`config.mk`:
```
export PLATFORM = sky130hd
export DESIGN_NAME = entity_motion
export DESIGN_NICKNAME = d
export VERILOG_FILES = /design/src/rtl/entity_motion.sv
export SDC_FILE = /design/constraint.sdc
export NUM_CORES = 1
export LEC_CHECK = 0
export ABC_AREA = 1
export CORE_MARGIN = 2
export CORE_UTILIZATION = 62
export DETAILED_ROUTE_END_ITERATION = 16
export PLACE_DENSITY = 0.93
export SLEW_MARGIN = 20
export SYNTH_ARGS = -nofsm -noshare
export SYNTH_HDL_FRONTEND = slang
export SYNTH_SLANG_ARGS = --single-unit
```
`constraint.sdc`:
```
create_clock -name sim_clk -period 11.45 [get_ports sim_clk]
set_input_delay 1.145 -clock sim_clk [delete_from_list [all_inputs] [get_ports sim_clk]]
set_output_delay 1.145 -clock sim_clk [all_outputs]
set_load 0.01 [all_outputs]
```
`src/rtl/entity_motion.sv`:
```
// Per-entity tile-grid motion engine: GROUND/RISE/FALL kinematics, wall bounce, ceiling bonk, floor snap.
// Optional jump buffering enabled by defining ENTITY_JUMP_BUFFER_EN.
module entity_motion #(
    parameter int POS_W     = 10,
    parameter int SPD_W     = 5,
    parameter int TILE_LOG2 = 5,
    parameter int ORIGIN_X  = 144,
    parameter int ORIGIN_Y  = 35,
    parameter int SPAWN_X   = 176,
    parameter int SPAWN_Y   = 99,
    parameter int X_SPEED   = 2,
    parameter int JUMP_SPD  = 9,
    parameter int MAX_FALL  = 15,
    parameter int GRAV_DIV  = 1,
    parameter int JUMP_BUF  = 4
) (
    input  logic                         sim_clk,
    input  logic                         reset,
    input  logic                         tick,
    input  logic [3:0]                   col,
    input  logic                         jump,
    input  logic                         respawn,
    output logic [2*POS_W+2*SPD_W+1:0]   state,
    output logic [1:0]                   mode,
    output logic                         landed
);

    typedef enum logic [1:0] {
        GROUND = 2'd0,
        RISE   = 2'd1,
        FALL   = 2'd2
    } mode_t;

    localparam int GC_W = (GRAV_DIV > 1) ? $clog2(GRAV_DIV) : 1;
    localparam logic [GC_W-1:0]  GC_LAST = GC_W'(GRAV_DIV - 1);
    localparam logic [POS_W-1:0] TILE    = POS_W'(1 << TILE_LOG2);
    localparam logic [POS_W-1:0] TMASK   = TILE - POS_W'(1);
    localparam logic [POS_W-1:0] OX      = POS_W'(ORIGIN_X);
    localparam logic [POS_W-1:0] OY      = POS_W'(ORIGIN_Y);
    localparam logic [POS_W-1:0] SX      = POS_W'(SPAWN_X);
    localparam logic [POS_W-1:0] SY      = POS_W'(SPAWN_Y);
    localparam logic [SPD_W-1:0] XS      = SPD_W'(X_SPEED);
    localparam logic [SPD_W-1:0] JS      = SPD_W'(JUMP_SPD);
    localparam logic [SPD_W-1:0] MF      = SPD_W'(MAX_FALL);

    logic [POS_W-1:0] x_q, x_d, y_q, y_d;
    logic [SPD_W-1:0] xspd_q, xspd_d, yspd_q, yspd_d;
    logic             xdir_q, xdir_d, ydir_q, ydir_d;
    mode_t            mode_q, mode_d;
    logic             landed_q, landed_d;
    logic [GC_W-1:0]  gcnt_q, gcnt_d;

    logic [POS_W-1:0] xn, yn, xfrac, yfrac;
    logic             g;
    logic             jump_gnd, land_jump, jump_used;

`ifdef ENTITY_JUMP_BUFFER_EN
    localparam int JB_W = $clog2(JUMP_BUF + 1);
    logic [JB_W-1:0] jbuf_q, jbuf_d;
    logic            buf_hit;
`endif

    always_ff @(posedge sim_clk) begin
        if (reset) begin
            x_q      <= SX;
            y_q      <= SY;
            xspd_q   <= XS;
            yspd_q   <= '0;
            xdir_q   <= 1'b1;
            ydir_q   <= 1'b0;
            mode_q   <= FALL;
            landed_q <= 1'b0;
            gcnt_q   <= '0;
`ifdef ENTITY_JUMP_BUFFER_EN
            jbuf_q   <= '0;
`endif
        end else begin
            x_q      <= x_d;
            y_q      <= y_d;
            xspd_q   <= xspd_d;
            yspd_q   <= yspd_d;
            xdir_q   <= xdir_d;
            ydir_q   <= ydir_d;
            mode_q   <= mode_d;
            landed_q <= landed_d;
            gcnt_q   <= gcnt_d;
`ifdef ENTITY_JUMP_BUFFER_EN
            jbuf_q   <= jbuf_d;
`endif
        end
    end

    always_comb begin
        xn    = xdir_q ? x_q + POS_W'(xspd_q) : x_q - POS_W'(xspd_q);
        yn    = ydir_q ? y_q - POS_W'(yspd_q) : y_q + POS_W'(yspd_q);
        xfrac = (xn - OX) & TMASK;
        yfrac = (yn - OY) & TMASK;
        g     = tick && (gcnt_q == GC_LAST);

        x_d       = x_q;
        y_d       = y_q;
        xspd_d    = xspd_q;
        yspd_d    = yspd_q;
        xdir_d    = xdir_q;
        ydir_d    = ydir_q;
        mode_d    = mode_q;
        landed_d  = 1'b0;
        gcnt_d    = gcnt_q;
        jump_used = 1'b0;
        jump_gnd  = jump;
        land_jump = 1'b0;

`ifdef ENTITY_JUMP_BUFFER_EN
        buf_hit   = (jbuf_q != '0);
        jump_gnd  = jump | buf_hit;
        land_jump = jump | buf_hit;
        jbuf_d    = jbuf_q;
        if (tick) begin
            if (mode_q != GROUND && jump)
                jbuf_d = JB_W'(JUMP_BUF);
            else if (buf_hit)
                jbuf_d = jbuf_q - JB_W'(1);
        end
`endif

        if (tick) begin
            gcnt_d = g ? '0 : gcnt_q + GC_W'(1);
            y_d    = yn;

            // Snap uses the pre-flip direction: the wall we ran into decides which tile edge to hug.
            if (col[0] | col[2]) begin
                xdir_d = ~xdir_q;
                x_d    = xdir_q ? xn - xfrac - POS_W'(1) : xn + (TILE - xfrac);
            end else begin
                x_d = xn;
            end

            case (mode_q)
                GROUND: begin
                    yspd_d = '0;
                    ydir_d = 1'b0;
                    if (jump_gnd) begin
                        mode_d    = RISE;
                        yspd_d    = JS;
                        ydir_d    = 1'b1;
                        jump_used = 1'b1;
                    end else if (!col[1]) begin
                        mode_d = FALL;
                    end
                end
                RISE: begin
                    if (col[3]) begin
                        y_d    = yn + (TILE - yfrac);
                        yspd_d = '0;
                        ydir_d = 1'b0;
                        mode_d = FALL;
                    end else if (g) begin
                        if (yspd_q <= SPD_W'(1)) begin
                            yspd_d = '0;
                            ydir_d = 1'b0;
                            mode_d = FALL;
                        end else begin
                            yspd_d = yspd_q - SPD_W'(1);
                        end
                    end
                end
                FALL: begin
                    if (col[1]) begin
                        y_d      = yn - yfrac - POS_W'(1);
                        yspd_d   = '0;
                        ydir_d   = 1'b0;
                        landed_d = 1'b1;
                        mode_d   = GROUND;
                        if (land_jump) begin
                            mode_d    = RISE;
                            yspd_d    = JS;
                            ydir_d    = 1'b1;
                            jump_used = 1'b1;
                        end
                    end else if (g) begin
                        yspd_d = (yspd_q >= MF) ? MF : yspd_q + SPD_W'(1);
                    end
                end
                default: mode_d = FALL;
            endcase

`ifdef ENTITY_JUMP_BUFFER_EN
            if (jump_used)
                jbuf_d = '0;
`endif

            if (respawn) begin
                x_d      = SX;
                y_d      = SY;
                xspd_d   = XS;
                yspd_d   = '0;
                xdir_d   = 1'b1;
                ydir_d   = 1'b0;
                mode_d   = FALL;
                landed_d = 1'b0;
                gcnt_d   = '0;
`ifdef ENTITY_JUMP_BUFFER_EN
                jbuf_d   = '0;
`endif
            end
        end
    end

    assign state  = {x_q, y_q, xspd_q, yspd_q, xdir_q, ydir_q};
    assign mode   = mode_q;
    assign landed = landed_q;

endmodule

```
== Yosys cells after proc, flatten, opt, wreduce, memory -nomap -nowiden ==
Index checks and enable logic that the tools add are counted.
Word-level totals
  bits in registers: 31
  input port bits: 9
  output and inout port bits: 35
  logic and storage cells: 86
Cells by class
  add/sub/neg operators: 17
  $lt $le $gt $ge: 2
  equality and inequality tests: 7
  multiplexer cells: 38
  bitwise gates (word level): 5
  reduce and logical (&&, ||, !) cells: 9
Operators with widths (number)
  $mux W10: 8
  $mux W5: 7
  $sub A10 B5 Y10: 3
  $add A10 B10 Y10: 2
  $pmux W10 S2: 1
  $sub A10 B1 Y10 const B: 2
  $ne A4 B4 Y1 const B: 4
  $pmux W5 S3: 1
  $mux W2: 7
  $sub A6 B5 Y7 const A: 2
  $mux W1: 11
  $add A10 B2 Y10 const B: 1
  $add A10 B5 Y10: 1
  $reduce_and A5 Y1: 2
  $sub A10 B2 Y10 const B: 1
  $pmux W2 S3: 1
  $add A5 B1 Y5 const B: 1
  $ge A5 B4 Y1 const B: 1
  $le A5 B1 Y1 const B: 1
  $sub A5 B1 Y5 const B: 1
  $sub A5 B2 Y5 const B: 1
  $sub A5 B5 Y5 const B: 1
  $mux W4: 1
  $not A1 Y1: 4
  other kinds (13): 13

== Logic depth before layout (Yosys ltp) ==
Gate-level depths: netlist of run 1.
  depth after elaboration: 8
  depth in mapped cells: 29
  mapped depth without buffers: 29

== Worst setup path after synthesis of run 1 ==
Ideal clock, no wire load.
  kind: register -> register
  start point: register yspd_q[0]
  end point: register y_q[9]
  setup time: 0.112 ns
  arrival: 4.090 ns
  required time: 11.338 ns
  setup slack: 7.247 ns
  stages on the path, launching flop included: 25
  buffers on the path: 0
  clock period less this slack: 4.203 ns
  path through: dfxtp_1 -> inv_1 -> ha_1 -> inv_1 -> o21ai_0 -> fa_1 -> inv_1 -> ha_1 -> inv_1 -> ha_1 -> xor2_1 -> inv_1 -> fa_1 -> o21ai_0 -> nand2_1 -> nand2_1 -> nand2_1 -> nor2_1 -> nand3_1 -> a21oi_1 -> nand3_1 -> nand2_1 -> inv_1 -> nand2_1 -> nand2_1
Between the ends
  word-level cells in the longest chain between the ends: 8
  elaborated cells on any way between the ends: 12
  classes of those cells: 7 x add/sub; 5 x mux
Ends and longest elaborated chain
  from (decl): line 47  | logic [SPD_W-1:0] xspd_q, xspd_d, yspd_q, yspd_d;
  from (signal assigned): line 81  | yspd_q <= yspd_d;
  $add A10 B5 Y10 or $sub A10 B5 Y10 (tied branches): line 95  | yn = ydir_q ? y_q - POS_W'(yspd_q) : y_q + POS_W'(yspd_q);
  $mux W10 *: line 95
  $sub A5 B2 Y5: line 97  | yfrac = (yn - OY) & TMASK;
  $sub A10 B5 Y10 or $sub A6 B5 Y7 (tied branches): line 169, 153
  $sub A10 B1 Y10 or $add A10 B10 Y10 (tied branches): line 169, 153
  $mux W10 (on tied branches): line 168, 152
  $pmux W10 S2 *: line 138  | case (mode_q)
  $mux W10 *: line 192  | if (respawn) begin
  to (signal assigned): line 79  | y_q <= y_d;
  to (decl): line 46  | logic [POS_W-1:0] x_q, x_d, y_q, y_d;
Mark *: on every way between the ends. The rest lies on a longest branch, timed or not.
A chain may end at the register's enable or synchronous reset.

== Final worst setup path of run 1 ==
Same ends and word-level chain as after synthesis.

==> key figures, run 1 <==
Outcome
  – Status: finished, final reports clean

Power
  – Leak: about 2.1 nW
  – Net Sw Frac: 50.1%
  – PD cells: around 160 nW/µm²
  – Clock network power share: 17.1%
  – Internal power: 350 µW
  – Combinational Power Share: 65.0%
  – Worst vdd rail ir drop: between 0.1 and 0.15 mV
  – Seq pwr share: 17.9%
  – Switch Pwr: 351 µW

Floorplanning
  – Die Footprint: 6810 µm²
  – # IOs: 44
  – Initial core utilization: 64.2%
  – Cell row count: 28
  – Die X: just over 80 µm
  – Core Footprint: 5960 µm²
  – Die Y-Extent: slightly above 80 µm

Clock tree
  – CTS tree: done
  – CTS Hold Buffers Added: 0
  – Root Buffer: clkbuf_8
  – Clk sinks: 31
  – H-Tree Depth: 2
  – Post-cts gate resize count: 0
  – Post-CTS Setup Inserts: 0
  – CTS Buf Count: 5
  – Worst-path clk slew: 0.08 ns
  – Clock Latency Late Sink: 0.30 ns
  – Clock Path Buffers: 2

Place
  – Dpl cell area: 4220 µm²
  – DP HPWL: 8.34 mm
  – Port Buf Inserts: 38
  – Worst slack at placement: 6.69 ns
  – Final RePlAce weighted congestion: just over 0.9

Critical path
  – Buf+Inv Stages, Crit Path: 6
  – CP cell instances: inv_1, ha_1, inv_1, o21ai_0, fa_1, inv_1, ha_1, inv_1, ha_1, xor2_1, inv_1, fa_1, o21ai_0, nand2_1, nand2_1, nand2_1, nor2_1, nand3_1, a21oi_1, nand3_1, nand2_1, inv_1, nand2_1, nand2_1
  – Critical path fanouts, max: 8
  – Critical path's largest stage delay: 0.49 ns
  – Crit path kind: reg -> reg
  – Endpoint class of the critical path: flop
  – Crit path launch type: flop
  – Top Family by Delay on Critical Path: adder cells
  – WP data required: 11.65 ns
  – Crit path DAT: 5.06 ns
  – Slowest CP cell: fa_1

STA
  – Final hold violations: 0
  – Final WS setup: 6.59 ns
  – Period minus WS final: 4.86 ns
  – Min Hold Slack: ~0.48 ns
  – Relative slew slack: 31.5%
  – Final worst path period share: 42.4%
  – Sum of negative setup slack: 0 ns
  – Max-slew violation count: 0
  – Fmax: 0.206 GHz
  – Final Skew: 0.0113 ns
  – RSZ-0062 raised after global routing: false
  – Tightest Pin Transition: just over 1 ns
  – Final setup fails: 0

Routing
  – 1st-iter DRT viols: 361
  – WL/cell: between 10 and 15 µm
  – Via Count: ~4200
  – Drt first pass iters: 5
  – Post-DR vias/cell: 5.87
  – Detailed Route WL: 10.7 mm
  – DRC viols: 0
  – Antenna Nets Post-Route: 0

GRT
  – Initial antenna violation count: 0
  – Vias in the first global route: 3865
  – GR Overflow Total: 0
  – Tot GR Track Use: 32.2%
  – First-pass GRT wire length: ~17 mm
  – Pin count of the biggest net entering global routing: 15

Final layout
  – Filler cell count: roughly 520
  – Layout Nets: about 700
  – ANT cells: 0
  – Multi-input logic area: 2780 µm²
  – Reg area: 621 µm²
  – Layout cell share with drive strength beyond 1: under 10%
  – Final Util: 72.8%
  – Final Cell Area: roughly 4300 µm²
  – Synth-to-Final Area Change: 13.4%

Logic synthesis
  – Top_reg_cell synth: dfxtp_1
  – FF+latch count, synth: 31
  – Mapped Cells: between 600 and 700
  – YS warnings: 0
  – Post-Syn Area per Cell: around 6.2 µm²
  – Sequential share of the synthesized area: 16.2%
  – Post-Syn Area: 3820 µm²
  – Number of synthesized flops with an enable pin: 0
  – Ys async rst share: 0%
  – Unique masters post-synth: 42

Flow run
  – Max-cap violations: 0

Worst hold path
  – Hold crit path type: reg -> reg
==> cells in the mapped netlist, types with 2 or more instances <==
cell	n	share of area, %
o221ai_1	3	0.69
xor2_1	14	3.2
o22ai_1	3	0.49
nor3_1	8	1.0
ha_1	43	14
nand2_2	7	1.1
nor4_1	2	0.33
o21ai_1	4	0.52
a211oi_1	3	0.59
dfxtp_1	31	16
a21oi_2	3	0.69
a31oi_1	3	0.49
nand2_1	148	15
o21ai_0	42	5.5
buf_2	2	0.26
nand4_1	9	1.5
xnor2_1	7	1.6
nor3_2	2	0.52
nand3_2	2	0.52
nand3b_1	3	0.59
conb_1	2	0.20
xor2_2	2	0.85
nand3_1	54	7.1
inv_1	90	8.8
clkbuf_1	8	0.79
or2_2	4	0.65
a21oi_1	40	5.2
buf_4	7	1.4
o211ai_1	4	0.79
nor2_1	51	5.0
fa_1	3	1.6
==> worst reg2reg max path: cells and delay by family (launching register included) <==
family,cells,cell delay (ns)
DFF,1,0.47
xor gates and xnor gates,1,0.24
adders and majority gates,5,1.87
buffers and inverters,6,0.57
and+or+nand+nor,9,0.80
AOI/OAI and AO/OA,3,0.83
==> logic make-up (layout without fill, tap and decap cells) <==
kind of cell | count (synthesis) | in the layout | share of synthesized area [%]
compound gates | 113 | 113 | 17.1
xor+xnor | 24 | 24 | 6.38
fa+ha+maj | 46 | 46 | 15.6
buf+inv | 108 | 137 | 11.4
flops | 31 | 31 | 16.2
other cells | 2 | 5 | 0.196
simple gates | 291 | 291 | 33.1
==> through the flow <==
stage               total power, mW  cells
floorplan                     0.470    618
global placement              0.555    714
detailed placement            0.568    714
CTS                           0.688    722
global route                  0.756    722
finish                        0.702    722
==> cells in the final DEF (no fill, tap or decap), types with 5 or more instances in the layout <==
master / count
nand2_1: 148
inv_1: 90
nand3_1: 54
nor2_1: 51
ha_1: 43
o21ai_0: 42
a21oi_1: 40
clkdlybuf4s50_1: 38
dfxtp_1: 31
xor2_1: 14
nand4_1: 9
nor3_1: 8
xnor2_1: 7
nand2_2: 7
clkbuf_8: 6
conb_1: 5
==> final timing paths <==
| check | from | end | slack [ns] | cells after the start |
|---|---|---|---|---|
| max | yspd_q[0]$_SDFFE_PP0P_ | y_q[9]$_SDFFE_PP0P_ | 6.59 | 24 |
| min | y_q[8]$_SDFFE_PP0P_ | y_q[8]$_SDFFE_PP0P_ | 0.48 | 2 |
| max reg2reg | yspd_q[0]$_SDFFE_PP0P_ | y_q[9]$_SDFFE_PP0P_ | 6.59 | 24 |
| min reg2reg | y_q[8]$_SDFFE_PP0P_ | y_q[8]$_SDFFE_PP0P_ | 0.48 | 2 |
==> power groups by stage <==
stage          Sequential [mW]  Clock [mW]  Combinational, mW
2_1_floorplan            0.128           0              0.342
3_3_place_gp             0.127           0              0.428
3_5_place_dp             0.128           0              0.441
4_1_cts                  0.125       0.118              0.444
5_1_grt                  0.127       0.123              0.506
6_report                 0.126       0.120              0.456
==> area by class of cell <==
class	instances	area share (%)
Clock buffer	6	1.91
Clock inverter	2	0.809
Inverter	91	7.88
Multi-Input combinational cell	479	64.1
Sequential cell	31	14.3
Tap cell	75	2.17
Timing Repair Buffer	38	8.78
==> metal layers <==
layer / up-vias / GRT usage [%] / routed length, µm
met2: 201 / 58.8 / 5250
met5: - / 0 / 0
met1: 1910 / 36.9 / 4340
met4: 0 / 13.0 / 363
met3: 45 / 5.65 / 742
li1: 2085 / - / -
==> registers in the layout, summed over array words and instances (netlist names) <==
| name | flops |
|---|---|
| gcnt_q | 1 |
| landed | 1 |
| mode | 2 |
| x_q | 10 |
| xdir_q | 1 |
| y_q | 10 |
| ydir_q | 1 |
| yspd_q | 5 |
Power figures use the tool's default switching activity.
==> run 2: changes to the inputs <==
CORE_UTILIZATION = 58   (was 62)
PLACE_DENSITY = 0.88   (was 0.93)
clock period = 4.9 ns   (was 11.45 ns; I/O delays follow)
==> key figures, run 2 (synthesized netlist as in run 1, its figures left out) <==
GRT
  – Tot GR Track Use: 30.1% (was 32.2%)
  – Vias in the first global route: 3959 (was 3865)
  – Initial antenna violation count: 0 (unchanged)
  – Pin count of the biggest net entering global routing: 15 (unchanged)
  – GR Overflow Total: 0 (unchanged)
  – First-pass GRT wire length: 17.6 mm (was 17.1 mm)

STA
  – Final worst path period share: 89.9% (was 42.4%)
  – Final hold violations: 0 (unchanged)
  – Max-slew violation count: 0 (unchanged)
  – Sum of negative setup slack: 0 ns (unchanged)
  – Period minus WS final: 4.40 ns (was 4.86 ns)
  – Tightest Pin Transition: 1.13 ns (was 1.02 ns)
  – Final WS setup: 0.497 ns (was 6.59 ns)
  – Final Skew: 0.00698 ns (was 0.0113 ns)
  – Relative slew slack: 24.5% (was 31.5%)
  – Fmax: 0.227 GHz (was 0.206 GHz)
  – Final setup fails: 0 (unchanged)
  – RSZ-0062 raised after global routing: false (unchanged)

Worst hold path
  – Hold EP: y_q[3]$_SDFFE_PP0P_ (was y_q[8]$_SDFFE_PP0P_)
  – Hold_sp: y_q[3]$_SDFFE_PP0P_ (was y_q[8]$_SDFFE_PP0P_)
  – Worst Hold Path Cells: 2 (unchanged)
  – Hold crit path type: reg -> reg (unchanged)

Critical path
  – Reg2Reg Capture Point: y_q[9]$_SDFFE_PP0P_ (unchanged)
  – WP data required: 5.10 ns (was 11.65 ns)
  – Crit path DAT: 4.60 ns (was 5.06 ns)
  – Reg2Reg Depth: 24 (unchanged)
  – Crit path launch type: flop (unchanged)
  – Reg2reg start: yspd_q[1]$_SDFFE_PP0P_ (was yspd_q[0]$_SDFFE_PP0P_)
  – Crit path kind: reg -> reg (unchanged)
  – R2r setup slk: 0.50 ns (was 6.59 ns)
  – Endpoint class of the critical path: flop (unchanged)
  – Critical path fanouts, max: 6 (was 8)

Clock tree
  – Clock Latency Late Sink: 0.30 ns (about the same)
  – Worst-path clk slew: 0.07 ns (was 0.08 ns)
  – CTS tree: done (unchanged)
  – Post-cts gate resize count: 0 (unchanged)
  – Root Buffer: clkbuf_8 (unchanged)
  – H-Tree Depth: 2 (unchanged)
  – CTS Hold Buffers Added: 0 (unchanged)
  – Post-CTS Setup Inserts: 0 (unchanged)
  – CTS Buf Count: 5 (unchanged)
  – Clk sinks: 31 (unchanged)
  – Clock Path Buffers: 2 (unchanged)

Routing
  – 1st-iter DRT viols: 286 (was 361)
  – Antenna Nets Post-Route: 0 (unchanged)
  – DRC viols: 0 (unchanged)
  – Drt first pass iters: 5 (unchanged)
  – Detailed Route WL: 10.8 mm (was 10.7 mm)
  – Via Count: 4137 (was 4241)
  – WL/cell: 14.8 µm (about the same)
  – Post-DR vias/cell: 5.71 (was 5.87)

Floorplanning
  – Initial core utilization: 60.2% (was 64.2%)
  – # IOs: 44 (unchanged)
  – Die Footprint: 7260 µm² (was 6810 µm²)
  – Core Footprint: 6350 µm² (was 5960 µm²)
  – Die X: 85.2 µm (was 82.5 µm)
  – Die Y-Extent: 85.2 µm (was 82.5 µm)
  – Cell row count: 29 (was 28)

Place
  – Dpl cell area: 4230 µm² (was 4220 µm²)
  – Worst slack at placement: 0.246 ns (was 6.69 ns)
  – Final RePlAce weighted congestion: 0.908 (was 0.929)
  – DP HPWL: 8.50 mm (was 8.34 mm)
  – Port Buf Inserts: 38 (unchanged)

Final layout
  – Layout cell share with drive strength beyond 1: 5.26% (was 4.95%)
  – Most frequent cells in the layout: 148 x nand2_1, 90 x inv_1, 54 x nand3_1, 50 x nor2_1, 43 x ha_1 (was 148 x nand2_1, 90 x inv_1, 54 x nand3_1, 51 x nor2_1, 43 x ha_1)
  – Final Util: 68.0% (was 72.8%)
  – Most common cell after layout, fill and taps aside: nand2_1 (unchanged)
  – ANT cells: 0 (unchanged)
  – Final Cell Area: 4320 µm² (was 4330 µm²)
  – Synth-to-Final Area Change: 13.0% (was 13.4%)
  – Biggest registers after layout: x_q: 10 flops, y_q: 10 flops, yspd_q: 5 flops (unchanged)
  – Layout Nets: 702 (was 701)

Power
  – PD cells: 368 nW/µm² (was 162 nW/µm²)
  – Leak: 2.11 nW (about the same)
  – Worst vdd rail ir drop: 0.274 mV (was 0.132 mV)
  – Power Total: 1.59 mW (was 702 µW)

Outcome
  – Status: finished, final reports clean (unchanged)

Flow run
  – Max-cap violations: 0 (unchanged)
-- run 2: changes by cell type in the layout (fill, tap and decap cells not counted) --
| cell | change |
|---|---|
| o21ai_0 | -2 |
| o21ai_1 | +1 |
| nor2_1 | -1 |
| o21ai_2 | +1 |
| bufinv_16 | -1 |
| buf_4 | +1 |
| nor2_2 | +1 |
-- run 2: cell type report --
class | instances | area (µm²)
Clock buffer | 6 | 82.6
Clock inverter | 1 | 5.00
Fill cell | 584 | 2030
Inverter | 91 | 342
Multi-Input combinational cell | 479 | 2790
Sequential cell | 31 | 621
Tap cell | 77 | 96.3
Timing Repair Buffer | 39 | 388
-- run 2: layer usage --
metal	part of all wire (%)	track usage [%]	vias to the layer above
met1	39	35.0	1832
met5	0	0	-
met4	3.8	13.7	0
met3	7.5	4.96	36
met2	49	53.6	190
li1	-	-	2079
-- run 2: worst max path at each step --
stage                     slack, ns  cells after the start                  end              startpoint
after floorplan                0.70                     24  y_q[9]$_SDFFE_PP0P_  yspd_q[0]$_SDFFE_PP0P_
final                          0.50                     24  y_q[9]$_SDFFE_PP0P_  yspd_q[1]$_SDFFE_PP0P_
after CTS                      0.24                     24  y_q[9]$_SDFFE_PP0P_  yspd_q[1]$_SDFFE_PP0P_
after global placement         0.41                     24  y_q[9]$_SDFFE_PP0P_  yspd_q[1]$_SDFFE_PP0P_
after global routing           0.03                     28  y_q[9]$_SDFFE_PP0P_  yspd_q[0]$_SDFFE_PP0P_
after detailed placement       0.25                     24  y_q[9]$_SDFFE_PP0P_  yspd_q[1]$_SDFFE_PP0P_
-- run 2: where the power goes --
part | leakage [nW] | internal, mW | switching, mW
clock network | 0.0470 | 0.110 | 0.105
logic | 1.81 | 0.390 | 0.692
registers | 0.253 | 0.270 | 0.0225
-- run 2: through the flow --
step | std cells | hold slack, ns
after CTS | 724 | 0.479
after detailed placement | 717 | 0.467
after floorplan | 618 | 0.432
after global placement | 717 | 0.460
after global routing | 724 | 0.484
final | 724 | 0.476
-- run 2: critical path, cell delays in order (launching register included) --
cell     delay, ns
dfxtp_1       0.41
inv_1         0.10
ha_1          0.32
inv_1         0.04
o21ai_1       0.23
fa_1          0.45
inv_1         0.16
ha_1          0.24
inv_1         0.09
ha_1          0.38
xor2_1        0.21
inv_1         0.09
fa_1          0.45
o21ai_2       0.22
nand2_1       0.07
nand2_1       0.06
nand2_1       0.05
nor2_2        0.18
nand3_1       0.09
a21oi_1       0.15
nand3_1       0.09
nand2_1       0.07
inv_1         0.05
nand2_1       0.05
nand2_1       0.04
